File: src/rtl/hamming_pkg.sv
// Shared SECDED definitions for the 16-bit packet used by hamming_enc and hamming_dec.
// Layout {P4,P3,P2,D10,P1,D9,D8,D7,P0,D6..D0}; P4 is the overall parity bit.
package hamming_pkg;

   localparam int PKT_W  = 16;
   localparam int DATA_W = 11;
   localparam int SYN_W  = 4;

   // CHK_MASK[i] marks the packet bits that feed syndrome bit i; packet[15] is in none.
   localparam logic [PKT_W-1:0] CHK_MASK [0:SYN_W-1] = '{
      16'h12DB, 16'h1C6D, 16'h370E, 16'h5770
   };

   // Indexed by syndrome: {valid, packet index}.
   localparam logic [4:0] SYN2POS [0:15] = '{
      5'h00, 5'h17, 5'h1B, 5'h10, 5'h1D, 5'h11, 5'h12, 5'h13,
      5'h1E, 5'h14, 5'h15, 5'h16, 5'h18, 5'h19, 5'h1A, 5'h1C
   };

   typedef enum logic [1:0] {
      CLEAN,
      SINGLE,
      DOUBLE
   } err_kind_e;

   function automatic logic [DATA_W-1:0] extract_data(input logic [PKT_W-1:0] pkt);
      return {pkt[12], pkt[10:8], pkt[6:0]};
   endfunction

endpackage

File: src/rtl/hamming_syn_acc.sv
// Serial packet capture for hamming_dec: MSB-first shift register plus running
// syndrome and overall parity, with frame restart and a 16th-bit completion strobe.
module hamming_syn_acc
   import hamming_pkg::*;
(
   input  logic             clk,
   input  logic             rst_n,
   input  logic             frame_start,
   input  logic             bit_in,
   input  logic             bit_valid,
   output logic             done,
   output logic [PKT_W-1:0] pkt_next,
   output logic [SYN_W-1:0] syn_next,
   output logic             ovr_next
);

   logic [3:0]       cnt;
   logic [3:0]       cnt_base;
   logic [3:0]       cnt_next;
   logic [3:0]       pos;
   logic [PKT_W-1:0] shift_q;
   logic [PKT_W-1:0] shift_base;
   logic [SYN_W-1:0] syn_q;
   logic [SYN_W-1:0] syn_base;
   logic             ovr_q;
   logic             ovr_base;

   // frame_start wipes the partial frame first, so a coincident bit becomes packet[15].
   always_comb begin
      cnt_base   = frame_start ? '0 : cnt;
      shift_base = frame_start ? '0 : shift_q;
      syn_base   = frame_start ? '0 : syn_q;
      ovr_base   = frame_start ? 1'b0 : ovr_q;
      cnt_next   = cnt_base;
      pkt_next   = shift_base;
      syn_next   = syn_base;
      ovr_next   = ovr_base;
      pos        = 4'd15 - cnt_base;
      done       = 1'b0;
      if (bit_valid) begin
         pkt_next = {shift_base[PKT_W-2:0], bit_in};
         for (int i = 0; i < SYN_W; i++) begin
            syn_next[i] = syn_base[i] ^ (bit_in & CHK_MASK[i][pos]);
         end
         ovr_next = ovr_base ^ bit_in;
         cnt_next = cnt_base + 4'd1;
         done     = (cnt_base == 4'd15);
      end
   end

   always_ff @(posedge clk or negedge rst_n) begin
      if (!rst_n) begin
         cnt     <= '0;
         shift_q <= '0;
         syn_q   <= '0;
         ovr_q   <= 1'b0;
      end else if (done) begin
         cnt     <= '0;
         shift_q <= pkt_next;
         syn_q   <= '0;
         ovr_q   <= 1'b0;
      end else begin
         cnt     <= cnt_next;
         shift_q <= pkt_next;
         syn_q   <= syn_next;
         ovr_q   <= ovr_next;
      end
   end

endmodule

File: src/rtl/hamming_dec.sv
// Bit-serial SECDED decoder with a one-packet pending buffer and valid/ready output.
// Define HAMMING_DEC_STATS_EN to add saturating corrected/uncorrected word counters.
module hamming_dec
   import hamming_pkg::*;
#(
   parameter int DATA_W = 11,
   parameter int PKT_W  = 16,
   parameter int CNT_W  = 8
)
(
   input  logic              clk,
   input  logic              rst_n,
   input  logic              frame_start,
   input  logic              bit_in,
   input  logic              bit_valid,
   output logic [DATA_W-1:0] data_out,
   output logic              err_single,
   output logic              err_double,
   output logic [3:0]        err_pos,
   output logic              out_valid,
   input  logic              out_ready,
   output logic              overrun
`ifdef HAMMING_DEC_STATS_EN
   ,
   input  logic              stats_clr,
   output logic [CNT_W-1:0]  corr_cnt,
   output logic [CNT_W-1:0]  uncorr_cnt
`endif
);

   if (DATA_W != hamming_pkg::DATA_W || PKT_W != hamming_pkg::PKT_W || CNT_W < 1) begin : g_width_check
      $error("hamming_dec: DATA_W must be 11, PKT_W must be 16, CNT_W must be positive");
   end

   logic             done;
   logic [PKT_W-1:0] pkt_next;
   logic [SYN_W-1:0] syn_next;
   logic             ovr_next;
   logic             pend;
   logic [PKT_W-1:0] pkt_hold;
   logic [SYN_W-1:0] syn_hold;
   logic             ovr_hold;
   logic             fire;
   err_kind_e        kind;
   logic [3:0]       pos_c;
   logic [PKT_W-1:0] pkt_corr;
   logic [4:0]       map;

   hamming_syn_acc u_syn_acc (
      .clk         (clk),
      .rst_n       (rst_n),
      .frame_start (frame_start),
      .bit_in      (bit_in),
      .bit_valid   (bit_valid),
      .done        (done),
      .pkt_next    (pkt_next),
      .syn_next    (syn_next),
      .ovr_next    (ovr_next)
   );

   assign fire = pend && (!out_valid || out_ready);
   assign map  = SYN2POS[syn_hold];

   // Zero syndrome with bad overall parity means only P4 flipped; the payload is untouched.
   always_comb begin
      kind     = CLEAN;
      pos_c    = '0;
      pkt_corr = pkt_hold;
      if (ovr_hold) begin
         if (syn_hold == '0) begin
            kind  = SINGLE;
            pos_c = 4'd15;
         end else if (map[4]) begin
            kind     = SINGLE;
            pos_c    = map[3:0];
            pkt_corr = pkt_hold ^ (16'd1 << map[3:0]);
         end else begin
            kind = DOUBLE;
         end
      end else if (syn_hold != '0) begin
         kind = DOUBLE;
      end
   end

   // A completion while a packet is still pending is dropped and reported via overrun.
   always_ff @(posedge clk or negedge rst_n) begin
      if (!rst_n) begin
         pend       <= 1'b0;
         pkt_hold   <= '0;
         syn_hold   <= '0;
         ovr_hold   <= 1'b0;
         overrun    <= 1'b0;
         out_valid  <= 1'b0;
         data_out   <= '0;
         err_single <= 1'b0;
         err_double <= 1'b0;
         err_pos    <= '0;
      end else begin
         overrun <= done && pend;
         if (done && !pend) begin
            pend     <= 1'b1;
            pkt_hold <= pkt_next;
            syn_hold <= syn_next;
            ovr_hold <= ovr_next;
         end else if (fire) begin
            pend <= 1'b0;
         end
         if (fire) begin
            out_valid  <= 1'b1;
            data_out   <= extract_data(pkt_corr);
            err_single <= (kind == SINGLE);
            err_double <= (kind == DOUBLE);
            err_pos    <= pos_c;
         end else if (out_ready) begin
            out_valid <= 1'b0;
         end
      end
   end

`ifdef HAMMING_DEC_STATS_EN
   // Counters advance when a word is loaded into the output; clearing beats incrementing.
   always_ff @(posedge clk or negedge rst_n) begin
      if (!rst_n) begin
         corr_cnt   <= '0;
         uncorr_cnt <= '0;
      end else if (stats_clr) begin
         corr_cnt   <= '0;
         uncorr_cnt <= '0;
      end else begin
         if (fire && kind == SINGLE && corr_cnt != '1) begin
            corr_cnt <= corr_cnt + CNT_W'(1);
         end
         if (fire && kind == DOUBLE && uncorr_cnt != '1) begin
            uncorr_cnt <= uncorr_cnt + CNT_W'(1);
         end
      end
   end
`endif

endmodule

File: config.mk
export PLATFORM = sky130hd
export DESIGN_NAME = hamming_dec
export DESIGN_NICKNAME = d
export VERILOG_FILES = /design/src/rtl/hamming_pkg.sv /design/src/rtl/hamming_syn_acc.sv /design/src/rtl/hamming_dec.sv
export SDC_FILE = /design/constraint.sdc
export NUM_CORES = 1
export LEC_CHECK = 0
export ABC_AREA = 0
export ABC_CLOCK_PERIOD_IN_PS = 3750
export CAP_MARGIN = 10
export CORE_ASPECT_RATIO = 0.6
export CORE_MARGIN = 2
export CORE_UTILIZATION = 35
export DETAILED_ROUTE_END_ITERATION = 8
export PLACE_DENSITY = 0.58
export SLEW_MARGIN = 20
export SYNTH_ARGS = -nofsm -noshare
export SYNTH_HDL_FRONTEND = slang
export SYNTH_SLANG_ARGS = --single-unit
File: constraint.sdc
create_clock -name clk -period 3.75 [get_ports clk]
set_clock_uncertainty 0.15 [all_clocks]
set_input_delay 0.75 -clock clk [delete_from_list [all_inputs] [get_ports clk]]
set_output_delay 0.75 -clock clk [all_outputs]
set_load 0.01 [all_outputs]
After elaboration in Yosys (flattened, before gate mapping)
Memory sizes are Yosys's and may differ from the RTL's.
Index checks and enable logic that the tools add are counted.
{ "totals": {"n_memories": 5, "in_bits": 6, "reg_bits": 63, "word_cells": 80, "rom_bits": 144, "latchBits": 0, "ramBits": 0} }
{ "mem_list": {"columns": ["name", "depth", "word_bits", "read_ports", "rd_clocked_by_memory_dff", "wr", "line", "text"], "rows": [
  ["(name not given)", 16, 5, 1, 0, 0, "hamming_dec.sv:62", "assign map = SYN2POS[syn_hold];"],
  ["(name not given)", 16, 1, 1, 0, 0, "hamming_syn_acc.sv:43", "syn_next[i] = syn_base[i] ^ (bit_in & CHK_MASK[i][pos]);"],
  ["(name not given)", 16, 1, 1, 0, 0, "hamming_syn_acc.sv:43", null],
  ["(name not given)", 16, 1, 1, 0, 0, "hamming_syn_acc.sv:43", null],
  ["(name not given)", 16, 1, 1, 0, 0, "hamming_syn_acc.sv:43", null]
]} }
{ "op_classes": {"n_addsub": 2, "mux": 32, "n_eq_ne": 3, "reduce_logical": 10, "mul": 0, "n_div": 0, "shifts": 1, "bitwise": 11, "order_cmp": 2} }
{ "ops": {"columns": ["cell", "count"], "rows": [
  ["$mux W13", 3],
  ["$mux W4", 9],
  ["$mux W16", 2],
  ["$shl A1 B4 Y13 const A", 1],
  ["$xor A13 B13 Y13", 1],
  ["$mux W1", 12],
  ["$mux W5", 2],
  ["$mux W2", 4],
  ["$ge A5 B5 Y1 const B", 1],
  ["$lt A4 B5 Y1 const B", 1],
  ["$not A4 Y5", 1],
  ["$xor A1 B1 Y1", 5],
  ["$add A4 B1 Y4 const B", 1],
  ["$and A1 B1 Y1", 4],
  ["$eq A4 B4 Y1 const B", 1],
  ["$logic_not A4 Y1", 1],
  ["$reduce_bool A2 Y1", 2],
  ["$reduce_bool A4 Y1", 1],
  ["$sub A4 B4 Y4 const A", 1],
  ["$logic_and A1 B1 Y1", 3],
  ["$eq A2 B1 Y1 const B", 1],
  ["$eq A2 B2 Y1 const B", 1],
  ["$logic_not A1 Y1", 2],
  ["$logic_or A1 B1 Y1", 1]
]} }

Depth between registers and ports, before layout
{ "logic_depth": {"word_depth": 9, "ltp_mapped": 8, "mapped_depth_nobuf": 7} }

Cells and area by module
From an unflattened synthesis, not the netlist that was laid out.
{ "unflattened": {"cells_unflattened": 300, "hier_area_um2": 3184.3} }
{ "by_module_without_submodules": {"columns": ["module", "instances", "seq_area_each_um2", "area_per_inst_um2", "cells_per_inst"], "rows": [
  ["hamming_dec", 1, 900.9, 1888.1, 178],
  ["hamming_syn_acc", 1, 625.6, 1296.2, 122]
]} }

Worst setup path before layout
No wires, ideal clock.
{ "synth_path": {"kind": "input port to flip-flop", "from": "input port bit_valid", "to": "register pkt_hold[12]", "setup_ps": 125, "t_arrival_ps": 2174, "stages": 6, "n_path_buf": 2, "slack_ps": 1302, "cell_sequence": "buf_4 > nor2b_1 > nor4b_4 > nor2b_1 > buf_2 > mux2_2"} }
{ "synth_between": {"elab_chain_cells": 2, "word_cells_on_any_way": 3} }
{ "synth_lines": {"columns": ["item", "line", "text"], "rows": [
  ["start: declaration", "hamming_dec.sv:15", "input logic bit_valid,"],
  ["$mux W1", "hamming_syn_acc.sv:40", "if (bit_valid) begin"],
  ["$logic_and A1 B1 Y1", "hamming_dec.sv:100", "if (done && !pend) begin"],
  ["end signal: assignment", "hamming_dec.sv:102", "pkt_hold <= pkt_next;"],
  ["end: declaration", "hamming_dec.sv:40", "logic [PKT_W-1:0] pkt_hold;"]
]} }
Parallel ways exist; a longest one is shown, timed or not.
A chain may end at the register's enable or synchronous reset.

Worst setup path after layout
{ "layout_path": {"from": "input port bit_valid", "to": "register pkt_hold[5]"} }
The elaborated chain is that of the path after synthesis.

==> flow_summary.yaml <==
synthesis:
  synth-simple-area-share_pct: 16.1
  synth_xor_area_share_pct: 4.73
  synthesis.nets: 295
  synth_edf_count: 0
  synth_adder_area_share_pct: 2.96
  ys.flop_type: "dfrtp_1"
  ys_top_cells_by_count: "dfrtp_1, nor2_1, nand2_1, mux2i_1, o21ai_0"
  synth_compound_area_share_pct: 10.3
  synthTopCellsByArea: "dfrtp_1, mux2i_1, nor2_1"
  ys_ff_latch: 58
  ys_warn_count: 0
  synth_top_cell_area_share_pct: 49.0
  synth.avg_cell_area_um2: 10.5
  synth_top_area_cell: "dfrtp_1"
  synth_most_common_cell: "dfrtp_1"
  synth_top_family_by_area: "simple AND/OR/NAND/NOR gates"
  synth_area_um2: 2960
  yosysSeqAreaShare_pct: 49.0
  synth_mux_area_share_pct: 12.6
  async_flop_share_pct: 100
  ys_types: 44
  netlist_instances: 282
routing:
  dr_total_vias: 2118
  detail_route.vias_per_cell: 5.08
  drt_pass1_iterations: 4
  routedWlPerCell_um: 15.2
  ant_nets: 0
  wl_um: 6350
  drt_iter0_markers: 143
  drc: 0
timing:
  fin_crit_sh_pct: 72.1
  hold_viol: 0
  maxSlewViolCount: 0
  maxSlewHeadroom_pct: 50.7
  setup_ws_ns: 1.05
  finalSetupTns_ns: 0
  rsz0062_at_grt: "no"
  setup_violations: 0
  fin_crit_ns: 2.70
  tightest_slew_ns: 0.728
  fmax_mhz: 370
place:
  hpwl_um: 4580
  place_ws_ns: 0.704
  portBuffers: 24
  globalplace.congestion: 0.765
clock_network:
  numCtsBuffers: 9
  cts_sinks: 58
  clk_pin_slew_worst_paths_ns: 0.05
  clk_latency_ns: 0.33
  cts_max_path_buffers: 2
  ctsHoldBuffers: 0
  cts_resized: 0
  cts_tree: "built"
  cts_setup_buffers: 0
  cts_root_buffer: "clkbuf_16"
  htree_levels: 3
job:
  maxCapViolCount: 0
global_routing:
  grt_max_degree: 36
  gr-total-overflow: 0
  grt_pass1_wl_um: 10400
  track_usage_pct: 15.6
  antenna_found_initial: 0
  grt_pass1_vias: 1949
floorplanning:
  die_h_um: 75.3
  core_area_um2: 8040
  die_w_um: 123
  start_util_pct: 36.8
  num_rows: 25
  io_pins: 25
  dieArea_um2: 9240
layout:
  drive_gt1_share_pct: 11.0
  antenna_cells: 0
  n_fill_cell: 771
  area_growth_pct: 19.4
  nets: 318
worst_setup_path:
  critPathSlowestCell: "clkdlybuf4s50_1"
  cp.required_ns: 3.81
  max_stage_delay_ns: 0.57
  cp-start-kind: "input port"
  crit_chain: "clkdlybuf4s50_1 -> nor2b_1 -> nor4b_4 -> nor2b_1 -> buf_4 -> mux2_2"
  r2r-end: "data_out[8]"
  path_class: "in2reg"
  r2r.worst_path.cells: 7
  cp.arrival_ns: 2.77
  worst_path_most_repeated_cell: "nor2b_1"
  r2r-start: "syn_hold[1]"
  crit_path_max_fanout: 20
  reg2reg_slack_ns: 1.15
  cp-end-kind: "flop"
power_and_ir_drop:
  ir_worst_vdd_mv: 0.334
  leakagePower_nw: 1.55
  p_per_area_nw_per_um2: 487
worst_hold_path:
  min_path_type: "in2async"
run_status:
  outcome: "finished clean"
[state kept, by name (all words and copies together) (netlist names)]
| name | flops |
|---|---|
| data_out | 11 |
| err_pos | 4 |
| u_syn_acc.cnt | 4 |
| syn_hold | 4 |
| ovr_hold | 1 |
| u_syn_acc.ovr_q | 1 |
| overrun | 1 |
| pkt_hold | 11 |
| u_syn_acc.shift_q | 13 |
| pend | 1 |
| out_valid | 1 |
| err_double | 1 |
| u_syn_acc.syn_q | 4 |
| err_single | 1 |
[cell families (layout without fill, tap and decap cells)]
logic type,count (synthesis),count (layout)
AOI/OAI and AO/OA,50,50
xor gates and xnor gates,16,16
DFF,58,58
adders and majority gates,7,7
muxes,33,33
and+or+nand+nor,94,94
buffers and inverters,24,51
[how the worst max path moves through the flow]
stage          startpoint  depth (start not counted)            to  slack, ns
2_1_floorplan   bit_valid                          6  pkt_hold[12]       1.30
5_1_grt         bit_valid                          6   pkt_hold[6]       0.95
3_5_place_dp    bit_valid                          6  pkt_hold[12]       0.70
6_report        bit_valid                          6   pkt_hold[5]       1.05
3_3_place_gp    bit_valid                          6   pkt_hold[9]       0.73
4_1_cts         bit_valid                          6  pkt_hold[12]       1.06
[layout make-up]
cell class / count / area, um2 / area share, %
sequential: 58 / 1450 / 41.0
clock inverter: 3 / 15.0 / 0.425
timing repair buffer: 28 / 265 / 7.50
tap: 108 / 135 / 3.82
inverter: 8 / 30.0 / 0.849
multi-input combinational: 200 / 1380 / 39.1
clock buffer: 12 / 256 / 7.25
[per-stage QoR]
| stage | hold WS [ns] | utilization, % | power, W | std cells | instance area [um2] |
|---|---|---|---|---|---|
| 2_1_floorplan | 0.304 | - | 0.000864 | 282 | 2960 |
| 3_3_place_gp | 0.313 | 40.6 | 0.000991 | 402 | 3260 |
| 3_5_place_dp | 0.322 | 40.6 | 0.000997 | 402 | 3260 |
| 4_1_cts | 0.250 | 44.0 | 0.00175 | 417 | 3540 |
| 5_1_grt | 0.280 | 44.0 | 0.00182 | 417 | 3540 |
| 6_report | 0.246 | 44.0 | 0.00172 | 417 | 3540 |
[worst max-delay path, delay by kind of cell]
family / cells / cell delay, ns
buf+inv: 2 / 0.83
simple gates: 3 / 0.81
mux: 1 / 0.37
[where the power goes]
part           total (W)  internal (W)  switching [W]  leakage, nW
Combinational   0.000260      0.000130       0.000131        0.632
Sequential      0.000722      0.000679      0.0000435        0.779
Clock           0.000738      0.000474       0.000264        0.138
[cell usage in the layout (no fill, tap or decap), types with 4 or more instances in the layout]
| cell type | n |
|---|---|
| buf_4 | 4 |
| o31ai_1 | 5 |
| mux2i_1 | 19 |
| inv_1 | 8 |
| nand2b_1 | 7 |
| clkbuf_16 | 9 |
| xnor2_1 | 15 |
| a31oi_1 | 6 |
| mux2_2 | 12 |
| nand2_1 | 20 |
| and2_1 | 4 |
| clkdlybuf4s50_1 | 23 |
| nor2_1 | 36 |
| ha_1 | 7 |
| nor4_1 | 6 |
| a21oi_1 | 11 |
| o21ai_0 | 16 |
| dfrtp_1 | 58 |
[per-layer routing]
| layer | share of wire [%] | global-route usage (%) |
|---|---|---|
| met1 | 52 | 23.2 |
| met2 | 39 | 20.3 |
| met3 | 7.2 | 5.23 |
| met4 | 1.6 | 6.51 |
| met5 | 0 | 0 |
No activity file was read; power rests on OpenSTA's default activity.
==> variant 1: new RTL, config.mk and constraints unchanged <==
Add a define of `HAMMING_DEC_STATS_EN`.
--- a/src/rtl/hamming_dec.sv
+++ b/src/rtl/hamming_dec.sv
@@ -1,5 +1,7 @@
 // Bit-serial SECDED decoder with a one-packet pending buffer and valid/ready output.
 // Define HAMMING_DEC_STATS_EN to add saturating corrected/uncorrected word counters.
+`define HAMMING_DEC_STATS_EN
+
 module hamming_dec
    import hamming_pkg::*;
 #(
Ports: changed (added corr_cnt, stats_clr and uncorr_cnt); port bits go from 25 to 42. No check against the original RTL was run, so the function may have changed too.
==> variant 1 against the unedited design <==
Design area rose by 31%; via count rose by 39%; die area rose by 27%; setup slack got worse by 200 ps; worst hold slack improved by 82 ps; synthesized area rose by 29%; register-to-register slack got worse by 300 ps; non-clock buffer count rose by 19; total power rose by 1.3%; wire length rose by 41%; largest power group unchanged; sequential cell count rose by 16.
==> variant 1: results <==
[outcome]
status = completed

[timing]
relSlewSlack_pct = 37.61
max_freq_mhz = 344.7

[pwr]
ir_drop_uv = 209.4
power_leakage_nw = 1.980
switchingPower_mw = 0.3871

[layout]
drive_gt1_share_pct = 9.813
num-nets-final = 440
fin_cells = 567

[cts]
worstSkewPairLatency_ps = 330
cts_buffer_depth = 2

[drt]
wire_per_inst_um = 15.77
drt_first_pass_iters = 5
drt_iter0_markers = 160
met3_length_um = 418
wl_met2_um = 3696

[worst_setup_path]
rrSetupSlack_ps = 850
cp_max_fo = 8
crit_path_end = uncorr_cnt[0]
crit_arrival_ps = 2940
startpoint_type = register

[logic_synthesis]
syn-num-nets = 401
synthDistinctLibCells = 52
synth_xor_area_share_pct = 5.517
synth_seq_area_share_pct = 48.60
synth_compound_area_share_pct = 11.13
synth_common_cells = dfrtp_1 (74), nor2_1 (54), nand2_1 (31)
synth_fa_ha_area_share_pct = 2.956
syn_inst = 385

[global_route]
met2_usage_pct = 21.56
grt_pass1_wl_um = 14870
grt_pass1_vias = 2851
use_met3_pct = 4.402

[placed_design]
place_inst = 552
place_ws_ps = 682.4
hpwlAfterDp_um = 6350
io_buffers = 41
gp_congestion = 0.8236

[min_path]
hp-class = register to register
==> variant 1: area by class of cell <==
cell class / instances / area, sq um
Timing Repair Buffer: 47 / 452.9
Fill cell: 1010 / 5951
Clock buffer: 10 / 229.0
Tap cell: 139 / 173.9
Sequential cell: 74 / 1852
Clock inverter: 5 / 56.30
Multi-Input combinational cell: 281 / 1839
Inverter: 11 / 41.29
==> variant 1: power by group through the flow <==
stage | Combinational [mW] | Sequential [mW] | Clock (mW)
after detailed placement | 0.0878 | 0.842 | 0
final | 0.0859 | 0.828 | 0.830
after global routing | 0.0979 | 0.830 | 0.888
after CTS | 0.0881 | 0.828 | 0.855
after floorplan | 0.0504 | 0.836 | 0
after global placement | 0.0869 | 0.841 | 0
==> variant 1: stage by stage <==
stage	utilization, %	cell area [sq um]
2_1_floorplan	-	3810
4_1_cts	43.84	4644
3_3_place_gp	41.14	4359
6_report	43.84	4644
5_1_grt	43.84	4644
3_5_place_dp	41.14	4359
==> variant 1: worst min-delay path by stage <==
stage | endpoint | slack [ps]
3_3_place_gp | err_pos[3] | 310
6_report | err_double | 330
4_1_cts | err_single | 330
2_1_floorplan | corr_cnt[0] | 300
5_1_grt | err_pos[0] | 370
3_5_place_dp | err_single | 320
==> variant 1: kinds of logic (layout without fill, tap and decap cells) <==
logic type | after synthesis | count (layout)
XOR/XNOR | 24 | 24
adder cells (fa/ha/maj) | 9 | 9
AND/OR/NAND/NOR | 156 | 156
multiplexers | 29 | 29
flip-flops | 74 | 74
buffers and inverters | 30 | 73
AO/OA/AOI/OAI | 63 | 63
==> variant 1: critical path, stage by stage (launching register included) <==
cell and delay (ps):
dfrtp_1 450, inv_1 180, ha_1 350, or3b_1 470
a2111oi_2 720, nand2b_1 210, xor2_1 180, nor2_1 60
==> variant 2: new RTL, same flow settings <==
Made on the original files. Put one more register stage on the output `err_pos`. The value now appears one clock later. The other outputs are not delayed to match.
--- a/src/rtl/hamming_dec.sv
+++ b/src/rtl/hamming_dec.sv
@@ -27,6 +27,8 @@
    output logic [CNT_W-1:0]  uncorr_cnt
 `endif
 );
+
+   logic [3:0] err_pos_s0;
 
    if (DATA_W != hamming_pkg::DATA_W || PKT_W != hamming_pkg::PKT_W || CNT_W < 1) begin : g_width_check
       $error("hamming_dec: DATA_W must be 11, PKT_W must be 16, CNT_W must be positive");
@@ -94,7 +96,7 @@
          data_out   <= '0;
          err_single <= 1'b0;
          err_double <= 1'b0;
-         err_pos    <= '0;
+         err_pos_s0 <= '0;
       end else begin
          overrun <= done && pend;
          if (done && !pend) begin
@@ -110,7 +112,7 @@
             data_out   <= extract_data(pkt_corr);
             err_single <= (kind == SINGLE);
             err_double <= (kind == DOUBLE);
-            err_pos    <= pos_c;
+            err_pos_s0 <= pos_c;
          end else if (out_ready) begin
             out_valid <= 1'b0;
          end
@@ -137,5 +139,9 @@
    end
 `endif
 
+   always_ff @(posedge clk) begin
+      err_pos <= err_pos_s0;
+   end
+
 endmodule
 
Formal check against the unedited RTL: no difference found for any inputs over 10 cycles, from zero or initial values and one cycle with rst_n low; that may be too few to reach the edited logic, so the function may still have changed.
==> variant 2 against the unedited design <==
Wire length down 0.49%; count of clock-buffer cells in the layout down 1; setup slack got worse by 17 ps; total power grew 14%; sequential share of layout area increased by 0.082 points; clock power increased by 30%; sequential cell count grew 4; design area is 5.3% higher; synthesized area rose by 3.0%; largest power group unchanged.
==> variant 2: results <==
[pwr]
power_leakage_nw = 1.642
ir_drop_uv = 331.2

[logic_synthesis]
synth_compound_area_share_pct = 9.270
synth_common_cells = dfrtp_1 (58), nor2_1 (35), nand2_1 (23)
synth_fa_ha_area_share_pct = 2.871
synth_area_leaders = dfrtp_1 (48%), mux2i_1 (5.6%), xnor2_1 (4.6%), mux2_2 (4.4%), nor2_1 (4.3%)
synth_seq_area_share_pct = 50.21
synthDistinctLibCells = 49
synth_mux_area_share_pct = 12.47
synth_xor_area_share_pct = 5.168
syn-num-nets = 300

[outcome]
status = completed

[drt]
num_vias = 2135
wire_per_inst_um = 14.73
drt_iter0_markers = 189

[layout]
n_fill_cell = 791
drive_gt1_share_pct = 11.67
num-nets-final = 325

[worst_setup_path]
r2r-end = data_out[9]
cp_slowest_cell = clkdlybuf4s50_1
crit_arrival_ps = 2780
reg2reg_from = syn_hold[1]
crit_family = simple AND/OR/NAND/NOR gates
rrSetupSlack_ps = 1130
cpPeakStageDelay_ps = 520
r2r_cells = 6

[timing]
hold_viol_final = 0
worst_pin_slew_ps = 693.7

[global_route]
grt_max_degree = 33
grt_pass1_wl_um = 10650
grt_pass1_vias = 2032
grt_usage_pct = 14.38

[placed_design]
placed_area_sq_mm = 0.003374
hpwlAfterDp_um = 4462
gp_congestion = 0.7844

[cts]
clkTransAtPathRegs_ps = 50
postCtsSetupBuffers = 0

[min_path]
hp-class = register to register
## variant 2: cells by family (layout without fill, tap and decap cells)
family,Yosys count,in the layout
DFF,62,62
and+or+nand+nor,96,96
muxes,33,33
AOI/OAI and AO/OA,47,47
adders and majority gates,7,7
xor gates and xnor gates,18,18
buffers and inverters,24,54
## variant 2: power breakdown
| group | switching, mW | total, mW | leakage, nW | internal (mW) |
|---|---|---|---|---|
| combinational | 0.119 | 0.236 | 0.661 | 0.117 |
| clock | 0.293 | 0.961 | 0.166 | 0.668 |
| sequential | 0.0395 | 0.759 | 0.816 | 0.719 |
## variant 2: how the worst max path moves through the flow
stage | cells past startpoint | to
after global routing | 6 | pkt_hold[5]
final | 6 | pkt_hold[5]
after detailed placement | 6 | pkt_hold[5]
after floorplan | 6 | pkt_hold[10]
after global placement | 6 | pkt_hold[6]
after CTS | 6 | pkt_hold[5]
## variant 2: cell type report
cell class              count  area [sq um]  share of cell area, %
repair buffers             30         280.3                  7.527
flip-flops and latches     62          1531                  41.13
multi-input cells         201          1393                  37.40
inverters                   8         30.03                 0.8065
well taps                 112         140.1                  3.763
clock buffers              11         242.7                  6.519
clock inverters             5         106.4                  2.856
## variant 2: stage by stage
step | hold slack (ps) | setup slack, ps | utilization [%] | cells
after floorplan | 197.0 | 1228 | - | 287
after global placement | 208.0 | 702.2 | 39.74 | 413
after detailed placement | 210.1 | 661.1 | 39.74 | 413
after CTS | 224.5 | 1014 | 43.86 | 429
after global routing | 238.3 | 848.8 | 43.86 | 429
final | 224.9 | 1030 | 43.86 | 429
## variant 2: per-layer routing
| metal | wire length (um) | track usage, % | vias up |
|---|---|---|---|
| li1 | - | - | 1049 |
| met1 | 3271 | 21.27 | 1021 |
| met2 | 2550 | 19.18 | 53 |
| met3 | 364 | 4.213 | 12 |
| met4 | 134 | 6.517 | 0 |
| met5 | 0 | 0 | - |
